[src/rtl/dll_ack_nak_gen.sv]
// Receive-side DLL: checks TLP sequence/LCRC, forwards in-order good TLPs, generates coalesced ACK/NAK DLLPs.
// Latency: forward 1 cycle; NAK/duplicate-ACK 1 cycle; timer ACK ACK_LATENCY cycles after first unacked TLP.
// Backpressure: none on rx; pending DLLP held until dllp_ready, with seq tracking and ACK->NAK escalation.
module dll_ack_nak_gen #(
    parameter int ACK_LATENCY  = 16,
    parameter int ACK_COALESCE = 8
) (
    input  logic        clk,
    input  logic        reset,
    input  logic        rx_valid,
    input  logic [11:0] rx_seq,
    input  logic        rx_crc_ok,
    input  logic [63:0] rx_data,
    output logic        out_valid,
    output logic [63:0] out_data,
    output logic [1:0]  ack_nak,
    output logic [11:0] seq,
    input  logic        dllp_ready,
    output logic        nak_scheduled
);

    localparam int TW = (ACK_LATENCY > 2) ? $clog2(ACK_LATENCY) : 1;
    localparam int CW = $clog2(ACK_COALESCE + 1);
    localparam logic [TW-1:0] TIMER_MAX = TW'(ACK_LATENCY - 1);
    localparam logic [CW-1:0] COAL_MAX  = CW'(ACK_COALESCE - 1);

    typedef enum logic [1:0] {
        ST_IDLE = 2'b00,
        ST_ACK  = 2'b01,
        ST_NAK  = 2'b10
    } dllp_state_t;

    dllp_state_t   state_q, state_nxt;
    logic [11:0]   next_rcv_seq;
    logic [11:0]   seq_dist;
    logic [TW-1:0] timer_cnt;
    logic          timer_on;
    logic [CW-1:0] good_cnt;

    logic is_bad, is_good, is_dup, is_ahead;
    logic nak_sched, ack_sched, timer_fire, coal_fire, clear_ack_state;

    always_comb begin
        seq_dist   = next_rcv_seq - rx_seq;
        is_bad     = rx_valid && !rx_crc_ok;
        is_good    = rx_valid && rx_crc_ok && (seq_dist == 12'd0);
        is_dup     = rx_valid && rx_crc_ok && (seq_dist != 12'd0) && (seq_dist <= 12'd2048);
        is_ahead   = rx_valid && rx_crc_ok && !is_good && !is_dup;
        nak_sched  = (is_bad || is_ahead) && !nak_scheduled;
        timer_fire = timer_on && (timer_cnt == TIMER_MAX);
        coal_fire  = is_good && (good_cnt == COAL_MAX);
        ack_sched  = is_dup || timer_fire || coal_fire;
        // A NAK implicitly acknowledges everything before its seq, so it also restarts coalescing.
        clear_ack_state = nak_sched || timer_fire || coal_fire;
    end

    always_comb begin
        state_nxt = state_q;
        if (nak_sched) begin
            state_nxt = ST_NAK;
        end else if (ack_sched && (state_q != ST_NAK || dllp_ready)) begin
            state_nxt = ST_ACK;
        end else if (state_q != ST_IDLE && dllp_ready) begin
            state_nxt = ST_IDLE;
        end
    end

    always_ff @(posedge clk) begin
        if (reset) begin
            state_q       <= ST_IDLE;
            next_rcv_seq  <= 12'd0;
            nak_scheduled <= 1'b0;
            timer_on      <= 1'b0;
            timer_cnt     <= '0;
            good_cnt      <= '0;
            out_valid     <= 1'b0;
            out_data      <= 64'd0;
        end else begin
            state_q   <= state_nxt;
            out_valid <= is_good;
            if (is_good) begin
                out_data     <= rx_data;
                next_rcv_seq <= next_rcv_seq + 12'd1;
            end

            if (is_good) begin
                nak_scheduled <= 1'b0;
            end else if (nak_sched) begin
                nak_scheduled <= 1'b1;
            end

            if (clear_ack_state) begin
                timer_on  <= 1'b0;
                timer_cnt <= '0;
                good_cnt  <= '0;
            end else begin
                if (timer_on) begin
                    timer_cnt <= timer_cnt + TW'(1);
                end else if (is_good) begin
                    timer_on  <= 1'b1;
                    timer_cnt <= '0;
                end
                if (is_good) begin
                    good_cnt <= good_cnt + CW'(1);
                end
            end
        end
    end

    assign ack_nak = state_q;
    assign seq     = next_rcv_seq - 12'd1;

endmodule

[config.mk]
export PLATFORM = sky130hd
export DESIGN_NAME = dll_ack_nak_gen
export DESIGN_NICKNAME = d
export VERILOG_FILES = /design/src/rtl/dll_ack_nak_gen.sv
export SDC_FILE = /design/constraint.sdc
export NUM_CORES = 1
export LEC_CHECK = 0
export BUFFER_PORTS_ARGS = -buffer_cell sky130_fd_sc_hd__buf_4
export CAP_MARGIN = 20
export CORE_UTILIZATION = 49
export DETAILED_ROUTE_END_ITERATION = 10
export GPL_TIMING_DRIVEN = 0
export PLACE_DENSITY = 0.76
export SLEW_MARGIN = 0
export SYNTH_ARGS = -nofsm -noshare
export SYNTH_HDL_FRONTEND = slang
export SYNTH_SLANG_ARGS = --single-unit
[constraint.sdc]
create_clock -name clk -period 4.45 [get_ports clk]
set_input_delay 0.89 -clock clk [delete_from_list [all_inputs] [get_ports clk]]
set_output_delay 0.89 -clock clk [all_outputs]
set_load 0.01 [all_outputs]
### Yosys cells after proc, flatten, opt, wreduce, memory -nomap -nowiden

Cells that the tools add are included.

| cells by class | value |
|---|---|
| add/sub/neg operators | 5 |
| magnitude comparators | 1 |
| equality and inequality tests | 3 |
| muxes and demuxes | 7 |
| reductions and logical operators | 31 |

Operator list:

| cell | count |
|---|---|
| 12-bit by 1-bit adder with 12-bit output (second input constant) | 1 |
| 12-bit <= comparator (second input constant) | 1 |
| 1-bit logical AND | 12 |
| 12-bit zero test | 1 |
| 12-bit nonzero test | 1 |
| 12-bit by 1-bit subtractor with 12-bit output (second input constant) | 1 |
| 12-bit subtractor | 1 |
| 4-bit by 1-bit adder with 4-bit output (second input constant) | 2 |
| 4-bit two-way mux | 2 |
| 1-bit logical OR | 6 |
| 2-bit two-way mux | 3 |
| 2-bit nonzero test | 3 |
| 2-bit OR reduction | 3 |
| 4-bit by 3-bit == test with 1-bit output (second input constant) | 1 |
| 4-bit == test (second input constant) | 1 |
| 1-bit zero test | 4 |
| 3-bit nonzero test | 1 |
| 1-bit two-way mux | 2 |
| 2-bit inequality test (second input constant) | 1 |

| word-level totals | value |
|---|---|
| flip-flop bits (word level) | 89 |
| input bits | 81 |
| output and inout port bits | 80 |
| word-level logic and storage cells | 56 |

### Longest topological paths before layout

Gate-level depths: netlist of run 1.

| depth | value |
|---|---|
| depth after elaboration | 11 |
| depth in mapped cells | 14 |
| depth with buffers taken out | 10 |

### Worst setup path after synthesis of run 1

Ideal clock, no wire load.

| timing path | value |
|---|---|
| path kind | input -> register |
| start | input rx_seq[6] |
| end | register next_rcv_seq[8] |
| library setup time | 0.121 ns |
| arrival time | 3.745 ns |
| required time | 4.329 ns |
| slack | 0.584 ns |
| stages on the path | 12 |
| buffers on the path | 2 |
| path through | inv_1 ha_1 buf_6 o21a_1 or3_1 a211oi_2 o221ai_2 or3_4 or4_4 buf_6 nor4_1 mux2_2 |

| on the way | value |
|---|---|
| cells in the longest elaborated chain, start to end | 3 |

Ends and longest elaborated chain:

| what | line | RTL |
|---|---|---|
| start, declared | 11 | `input logic [11:0] rx_seq,` |
| 12-bit subtractor | 44 | `seq_dist = next_rcv_seq - rx_seq;` |
| 12-bit zero test | 46 | `is_good = rx_valid && rx_crc_ok && (seq_dist == 12'd0);` |
| 1-bit logical AND | 46 |  |
| end signal, assigned | 83 | `next_rcv_seq <= next_rcv_seq + 12'd1;` |
| end, declared | 34 | `logic [11:0] next_rcv_seq;` |

Every way passes these cells.
A chain may end at the register's enable or synchronous reset.

### Worst setup path after layout of run 1

| timing path | value |
|---|---|
| start | input rx_seq[6] |
| end | register out_data[30] |

| on the way | value |
|---|---|
| cells in the longest elaborated chain, start to end | 3 |

Ends and longest elaborated chain:

| what | line | RTL |
|---|---|---|
| 12-bit subtractor | 44 |  |
| 12-bit zero test | 46 |  |
| 1-bit logical AND | 46 |  |
| end signal, assigned | 82 | `out_data <= rx_data;` |
| end, declared | 15 | `output logic [63:0] out_data,` |

Every way passes these cells.

==> flow_summary.toml, run 1 <==
[critical_path]
critical_path.slowest_cell = "nor4_2"
endpoint_kind = "register"
cpPeakStageDelay_ps = 920
reg2reg_slack_ps = 540
cp.arrival_ps = 4330
ff2ff_path_depth = 11
path_depth = 13
worstSetupStartpointType = "input port"
cp_top_family = "simple AND/OR/NAND/NOR gates"
crit_chain = "buf_4 > inv_1 > ha_1 > buf_6 > o21a_1 > or3_1 > a211oi_2 > o221ai_2 > or3_4 > nor4_2 > clkbuf_1 > nand2_1 > a21oi_1"
path_class = "input port to register"
crit_buf_inv = 4
critPathMaxFanout = 10
cp.required_ps = 4730

[timing]
finalHoldViolCount = 0
min_period_ps = 4050
finalSetupViolCount = 0
fin_skew_ps = 13.0
worst_slew_pin_slew_ps = 1130
drv_slew = 0
rsz0062_at_grt = "no"
fin_crit_sh_pct = 91.0
max_slew_margin_pct = 24.3
max_freq_mhz = 247
fin_setup_tns_ps = 0

[clocking]
h-tree-depth = 3
cts_setup_buffers = 0
cts.clk_slew.worst_paths_ps = 90
ctsRootBufferMaster = "clkbuf_8"
clock_path_buffers = 2
cts_resized = 0
cts_hold_buf = 0
cts_num_sinks = 89
cts_tree = "done"
cts_buffers = 9
insertion_delay_ps = 350

[final_layout]
fill_cells = 698
syn2layout_area_growth_pct = 37.2
nets = 802
stdcell_area_sq_mm = 0.00572
n_antenna_cell = 0
drive_gt1_share_pct = 26.6

[logic_synthesis]
yosysTopAreaCellShare_pct = 42.7
yosysTopAreaCell = "dfxtp_1"
synth_area_leaders = "dfxtp_1 43%, nand2_1 13%, a21oi_1 10%, ha_1 4.5%, clkbuf_1 2.5%"
synth_cells = 535
synth_area_sq_mm = 0.00417
synth-edff-count = 0
synth-seq-area-share_pct = 42.7
synth.distinct_cells = 51
synth-main-ff-cell = "dfxtp_1"
avgSynthCellArea_sq_um = 7.80
synth_most_common_cell = "nand2_1"
yosys_warnings = 0
synth_common_cells = "144 x nand2_1, 89 x dfxtp_1, 85 x a21oi_1"
syn_nets = 631
synth_seq_cells = 89
synth-async-reset-ratio_pct = 0

[place]
hpwlAfterDp_um = 8740
place.gp.congestion = 0.889
dpl-instance-area_sq_mm = 0.00551
portBuffers = 160

[detailed_routing]
routedWlPerCell_um = 14.1
postRouteAntennaNets = 0
drt_iter0_drc = 133
dr.pass1.iters = 4
vias_per_cell = 5.28
drt_wl_total_um = 11500
num_vias = 4305
drc = 0

[worst_hold_path]
hold_path_class = "register to register"
hold_depth = 2

[floorplan]
die_w_um = 94.3
dieHeight_um = 94.3
floorplan.io_pins = 161
initial_utilization_pct = 50.8
coreArea_sq_mm = 0.00822
dieArea_sq_mm = 0.00889
row_count = 33

[global_route]
antenna_found_initial = 0
grtUsageTotal_pct = 26.6
grt_max_degree = 15
grt-ovfl-total = 0
grt_pass1_vias = 4031
grt_pass1_wl_um = 18700

[flow_run]
drv_cap = 0

[power_and_ir_drop]
peakVddDrop_v = 0.000201
p_leak_uw = 0.00235
cellPowerDensity_mw_per_mm2 = 267

[outcome]
status = "finished clean"
==> layer usage <==
layer  wire (um)  share of wire [%]  global-route usage [%]
met1        4870                 42                    32.2
met3         991                8.6                    9.79
met5           0                  0                       0
met2        5400                 47                    42.9
met4         232                2.0                    9.62
==> worst reg2reg max path, cell delays in order (launching register included) <==
cell and delay [ps]:
dfxtp_1 490, inv_1 140, ha_1 210, nand2b_1 210, a21o_1 240, and3_1 210, o211a_1 250, or3_1 420
nor4_2 990, clkbuf_1 430, nand2_1 110, a21oi_1 160
==> logic make-up (layout without fill, tap and decap cells) <==
family	Yosys count	in the layout	synth area share, %
fa+ha+maj	15	15	4.50
simple gates	232	232	25.2
compound gates	128	128	18.4
flops	89	89	42.7
mux	2	2	0.510
buf+inv	53	228	5.28
xor+xnor	16	16	3.36
==> sequential cells by signal, indices dropped and copies added, names as in the netlist <==
name and count:
good_cnt 4, out_data 64, timer_cnt 4, ack_nak 2, out_valid 1, timer_on 1, next_rcv_seq 12, nak_scheduled 1
==> power breakdown <==
group | leakage [uW] | switching (uW) | internal [uW] | total (uW)
registers | 0.000717 | 1.38 | 798 | 799
logic | 0.00152 | 51.0 | 65.9 | 117
clock network | 0.000106 | 281 | 331 | 612
total | 0.00235 | 333 | 1190 | 1530
==> cell usage in the layout (no fill, tap or decap), types with 3 or more instances in the layout <==
cell	Yosys	final
buf_4	1	161
nand2_1	144	144
dfxtp_1	89	89
a21oi_1	85	85
clkbuf_1	28	29
inv_1	19	19
nor3_1	15	15
ha_1	15	15
nor2_1	13	13
nand3_1	12	12
clkbuf_8	0	10
o21ai_0	9	9
xor2_1	8	8
xnor2_1	8	8
or3_1	8	8
nand2b_1	7	7
nor4_1	6	6
nor2b_1	6	6
or4_1	5	5
o31ai_1	4	4
a21o_1	4	4
o21a_1	4	4
nand4_1	3	3
and3_1	3	3
nand3b_1	3	3
==> path summary, 6_finish.rpt <==
path	start	end
worst max-delay path	rx_seq[6]	out_data[30]
worst min-delay path	out_data[38]	out_data[38]
worst max register to register	next_rcv_seq[0]	out_data[30]
worst min register to register	out_data[38]	out_data[38]
==> through the flow <==
step	worst slack (ps)	hold WS (ps)	util (%)	power, uW	cells
final	398	460	69.7	1530	815
after global routing	172	479	69.7	1580	815
after CTS	406	459	69.7	1540	815
after detailed placement	29.7	448	67.0	934	800
after global placement	74.3	442	67.0	931	800
after floorplan	584	443	-	864	535
==> final cells by class <==
class | count | area (sq um) | share of cell area (%)
plain buffers | 34 | 149 | 2.60
flip-flops and latches | 89 | 1780 | 31.1
clock buffers | 11 | 141 | 2.47
well taps | 105 | 131 | 2.30
multi-input cells | 393 | 2170 | 37.9
inverters | 19 | 71.3 | 1.25
repair buffers | 160 | 1200 | 21.0
clock inverters | 4 | 76.3 | 1.33
(Power assumes the default switching activity.)
==> run 2, diff against run 1 <==
--- a/config.mk
+++ b/config.mk
@@ -7,6 +7,8 @@
 export LEC_CHECK = 0
 export BUFFER_PORTS_ARGS = -buffer_cell sky130_fd_sc_hd__buf_4
 export CAP_MARGIN = 20
+export CORE_ASPECT_RATIO = 1.75
+export CORE_MARGIN = 2
 export CORE_UTILIZATION = 49
 export DETAILED_ROUTE_END_ITERATION = 10
 export GPL_TIMING_DRIVEN = 0
==> constraint.sdc (replaced) <==
create_clock -name clk -period 4.1 [get_ports clk]
set_input_delay 0.82 -clock clk [delete_from_list [all_inputs] [get_ports clk]]
set_output_delay 0.82 -clock clk [all_outputs]
set_load 0.01 [all_outputs]
==> run 2 against run 1 <==
Global-route usage down 0.072 points. Register-to-register slack worse by 190 ps. Sequential share of layout area down 0.67 points.
==> flow_summary.toml, run 2 (synthesized netlist as in run 1, its figures left out) <==
[detailed_routing]
drt_iter0_drc = 197
dr.pass1.iters = 4
drc = 0
routedWlPerCell_um = 14.1
vias_per_cell = 5.19
drt_wl_total_um = 11700
postRouteAntennaNets = 0
num_vias = 4291

[clocking]
cts_setup_buffers = 0
cts_hold_buf = 0
h-tree-depth = 3
cts_num_sinks = 89
cts_tree = "done"
ctsRootBufferMaster = "clkbuf_16"
cts.clk_slew.worst_paths_ps = 60
insertion_delay_ps = 330
clock_path_buffers = 2
cts_buffers = 9

[floorplan]
floorplan.io_pins = 161
dieHeight_um = 126
dieArea_sq_mm = 0.00930
coreArea_sq_mm = 0.00831
die_w_um = 73.8
initial_utilization_pct = 50.2
row_count = 44

[final_layout]
fin_cells = 826
reg_top3 = "out_data (64), next_rcv_seq (12)"
n_antenna_cell = 0
syn2layout_area_growth_pct = 40.1
fill_cells = 722
drive_gt1_share_pct = 26.7
nets = 802
largest-register = "out_data"
final_core_util_pct = 70.3
layout_common_cells = "161 x buf_4, 144 x nand2_1, 89 x dfxtp_1"
largest_reg_flops = 64
final_common_cell = "buf_4"

[critical_path]
endpoint_kind = "register"
critPathMaxFanout = 10
crit_buf_inv = 5
path_class = "input port to register"
worstSetupStartpointType = "input port"
cp.required_ps = 4300
cp.arrival_ps = 4130
cpPeakStageDelay_ps = 570
cp_top_family = "simple AND/OR/NAND/NOR gates"
critical_path.slowest_cell = "or4_4"
crit_chain = "buf_4 > inv_1 > ha_1 > and2_1 > o211ai_1 > and3_1 > nor3_1 > or3_1 > or4_4 > buf_6 > buf_2 > clkbuf_1 > o21ai_0 > a21oi_1"

[global_route]
grt_pass1_wl_um = 19500
antenna_found_initial = 0
grtUsageTotal_pct = 26.5
grt_pass1_vias = 4390
grt_max_degree = 15
grt-ovfl-total = 0

[power_and_ir_drop]
cellPowerDensity_mw_per_mm2 = 320
peakVddDrop_v = 0.000295
p_leak_uw = 0.00241
design_power_total_uw = 1870

[timing]
max_freq_mhz = 254
worst_slew_pin_slew_ps = 634
fin_skew_ps = 6.02
finalHoldViolCount = 0
max_slew_margin_pct = 57.4
min_period_ps = 3940
fin_crit_sh_pct = 96.0
drv_slew = 0
finalSetupViolCount = 0
rsz0062_at_grt = "no"

[place]
dp.cells = 810
portBuffers = 160
place.gp.congestion = 0.827
hpwlAfterDp_um = 9290

[flow_run]
drv_cap = 0

[worst_hold_path]
hold_path_class = "register to register"

[outcome]
status = "finished clean"
## run 2: cell types whose count changed in the layout (fill, tap and decap cells not counted)
cell and change:
clkinvlp_4 -1, nor4_4 +1, clkbuf_16 +9, clkbuf_8 -9
nor4_2 -1, inv_6 -1, clkinv_4 +1, clkinv_2 +2
## run 2: worst paths after layout
path / startpoint / slack (ps) / to / depth (start not counted)
setup / recovery: rx_seq[3] / 160 / next_rcv_seq[2] / 14
hold / removal: out_data[51] / 450 / out_data[51] / 2
setup reg to reg: next_rcv_seq[0] / 350 / next_rcv_seq[2] / 13
hold reg to reg: out_data[51] / 450 / out_data[51] / 2
## run 2: cell type report
type	count	area (sq um)	area share, %
multi-input combinational	393	2180	37.3
sequential	89	1780	30.5
timing repair buffer	160	1200	20.5
clock buffer	11	243	4.15
buffer	34	149	2.55
tap	115	144	2.46
clock inverter	5	78.8	1.35
inverter	19	71.3	1.22
## run 2: timing repair
action                     4_1_cts  5_1_grt
setup endpoints to repair        0       69
gates resized for setup          0        1
hold endpoints to repair         0        0
## run 2: metal layers
layer  vias up  global-route usage [%]  wire [um]
met5         -                       0          0
met4         0                    13.9        480
met3        29                    7.36        704
met2       132                    47.5       6340
met1      1962                    26.8       4130
li1       2168                       -          -
## run 2: metrics by stage
stage	setup TNS (ps)	hold slack, ps	cell area, sq um	setup slack (ps)
floorplan	0	443	4170	304
global placement	-13760	443	5520	-222
detailed placement	-19180	447	5520	-303
CTS	0	455	5840	40.4
global route	0	475	5850	15.1
finish	0	453	5850	163
## run 2: tightest hold or removal path, stage by stage, from the launching register on
cell	delay, ps
dfxtp_1	310
nand2_1	50
a21oi_1	50
## run 2: power breakdown
part / internal, uW / switching [uW]
Clock: 549 / 324
Sequential: 867 / 1.66
Combinational: 71.7 / 55.8
==> run 3, diff against run 2 <==
--- a/config.mk
+++ b/config.mk
@@ -5,10 +5,9 @@
 export SDC_FILE = /design/constraint.sdc
 export NUM_CORES = 1
 export LEC_CHECK = 0
-export BUFFER_PORTS_ARGS = -buffer_cell sky130_fd_sc_hd__buf_4
+export BUFFER_PORTS_ARGS = -buffer_cell sky130_fd_sc_hd__buf_2
 export CAP_MARGIN = 20
 export CORE_ASPECT_RATIO = 1.75
-export CORE_MARGIN = 2
 export CORE_UTILIZATION = 49
 export DETAILED_ROUTE_END_ITERATION = 10
 export GPL_TIMING_DRIVEN = 0
==> run 3 against run 2 <==
Clock skew barely moved. Non-clock buffer count rose by 1. Core utilization fell by 4.9 points. Largest power group is now sequential cells. Critical path type unchanged. First-iteration DRC count rose by 0.51%. Register-to-register slack got worse by 20 ps. Routed wire length fell by 4.6%.
==> flow_summary.toml, run 3 (synthesized netlist as in run 1, its figures left out) <==
[outcome]
status = "finished clean"

[place]
hpwlAfterDp_um = 8690
place.gp.congestion = 0.897
dpl-instance-area_sq_mm = 0.00509
place_ws_ps = -330
portBuffers = 160

[final_layout]
stdcell_area_sq_mm = 0.00541
layout_common_cells = "162 x buf_2, 144 x nand2_1, 89 x dfxtp_1"
largest_reg_flops = 64
nets = 803
syn2layout_area_growth_pct = 29.6
drive_gt1_share_pct = 26.7
largest-register = "out_data"
reg_top3 = "out_data (64), next_rcv_seq (12)"
n_antenna_cell = 0
final_common_cell = "buf_2"

[clocking]
cts_hold_buf = 0
cts_num_sinks = 89
cts_tree = "done"
insertion_delay_ps = 330
clock_path_buffers = 2
h-tree-depth = 3
ctsRootBufferMaster = "clkbuf_16"
cts_setup_buffers = 0
cts.clk_slew.worst_paths_ps = 60
cts_resized = 0
cts_buffers = 9

[timing]
drv_slew = 0
setup_slack_ps = 134
max_slew_margin_pct = 63.6
fin_setup_tns_ps = 0
fin_skew_ps = 6.28
finalHoldViolCount = 0
fin_crit_sh_pct = 96.7
worst_slew_pin_slew_ps = 546
finalSetupViolCount = 0
rsz0062_at_grt = "no"
max_freq_mhz = 252
min_period_ps = 3970
hold_ws_ps = 451

[detailed_routing]
postRouteAntennaNets = 0
drc = 0
num_vias = 4288
drt_wl_total_um = 11100
dr.pass1.iters = 4
vias_per_cell = 5.34
routedWlPerCell_um = 13.9
drt_iter0_drc = 198

[floorplan]
row_count = 44
dieHeight_um = 124
initial_utilization_pct = 50.5
coreArea_sq_mm = 0.00826
dieArea_sq_mm = 0.00890
floorplan.io_pins = 161
die_w_um = 71.8

[worst_hold_path]
hold_start = "out_data[3]"
hold_path_class = "register to register"
holdPathEnd = "out_data[3]"
hold_depth = 2

[power_and_ir_drop]
peakVddDrop_v = 0.000323
cellPowerDensity_mw_per_mm2 = 338
p_leak_uw = 0.00231
design_power_total_uw = 1830

[critical_path]
r2r-start = "next_rcv_seq[0]"
ff2ff_path_depth = 13
path_class = "input port to register"
cp.required_ps = 4290
critPathMaxFanout = 10
cp.arrival_ps = 4150
worstReg2RegEnd = "next_rcv_seq[2]"
endpoint_kind = "register"
critical_path.startpoint = "rx_seq[3]"
worstSetupStartpointType = "input port"
reg2reg_slack_ps = 330

[flow_run]
drv_cap = 0

[global_route]
grt-ovfl-total = 0
grt_pass1_wl_um = 17800
grtUsageTotal_pct = 25.5
grt_pass1_vias = 3998
grt_max_degree = 15
antenna_found_initial = 0
## run 3: cell types whose count changed in the layout (fill, tap and decap cells not counted)
cell and delta:
buf_2 +160, buf_4 -159, clkbuf_8 -1, clkinv_2 -1
clkinvlp_4 +1, nor4_2 +1, nor4_4 -1
## run 3: cell type report
cell class | instances | area [sq um]
fillers | 722 | 2850
well taps | 92 | 115
flip-flops and latches | 89 | 1780
repair buffers | 161 | 808
clock inverters | 5 | 81.3
plain buffers | 34 | 149
clock buffers | 10 | 229
inverters | 19 | 71.3
multi-input cells | 393 | 2170
## run 3: through the flow
stage	std cells	utilization (%)
after global routing	803	65.5
after CTS	802	65.4
after global placement	787	61.6
after floorplan	535	-
final	803	65.5
after detailed placement	787	61.6
## run 3: worst max-delay path, stage by stage
cell and delay (ps):
buf_2 70, inv_1 40, ha_1 350, and2_1 170, o211ai_1 330, and3_1 310
nor3_1 90, or3_1 450, or4_4 560, buf_6 150, buf_2 190, clkbuf_1 290
o21ai_0 230, a21oi_1 100
## run 3: report_power, final
part,switching (uW),total (uW),internal [uW]
registers,1.48,868,867
clock network,322,852,530
logic,55.4,105,49.5
## run 3: per-layer routing
layer | up-vias | share of wire (%) | global-route usage, %
met5 | - | 0 | 0
met4 | 0 | 2.5 | 10.5
met3 | 20 | 6.0 | 6.72
met2 | 134 | 55 | 48.8
met1 | 1962 | 36 | 25.4
li1 | 2172 | - | -
## run 3: worst max-delay path by stage
stage,end,slack (ps),depth (start not counted)
after global placement,next_rcv_seq[0],-170,13
final,next_rcv_seq[2],130,14
after CTS,out_data[53],10,13
after global routing,next_rcv_seq[2],6,15
after floorplan,next_rcv_seq[8],300,12
after detailed placement,out_data[53],-330,12
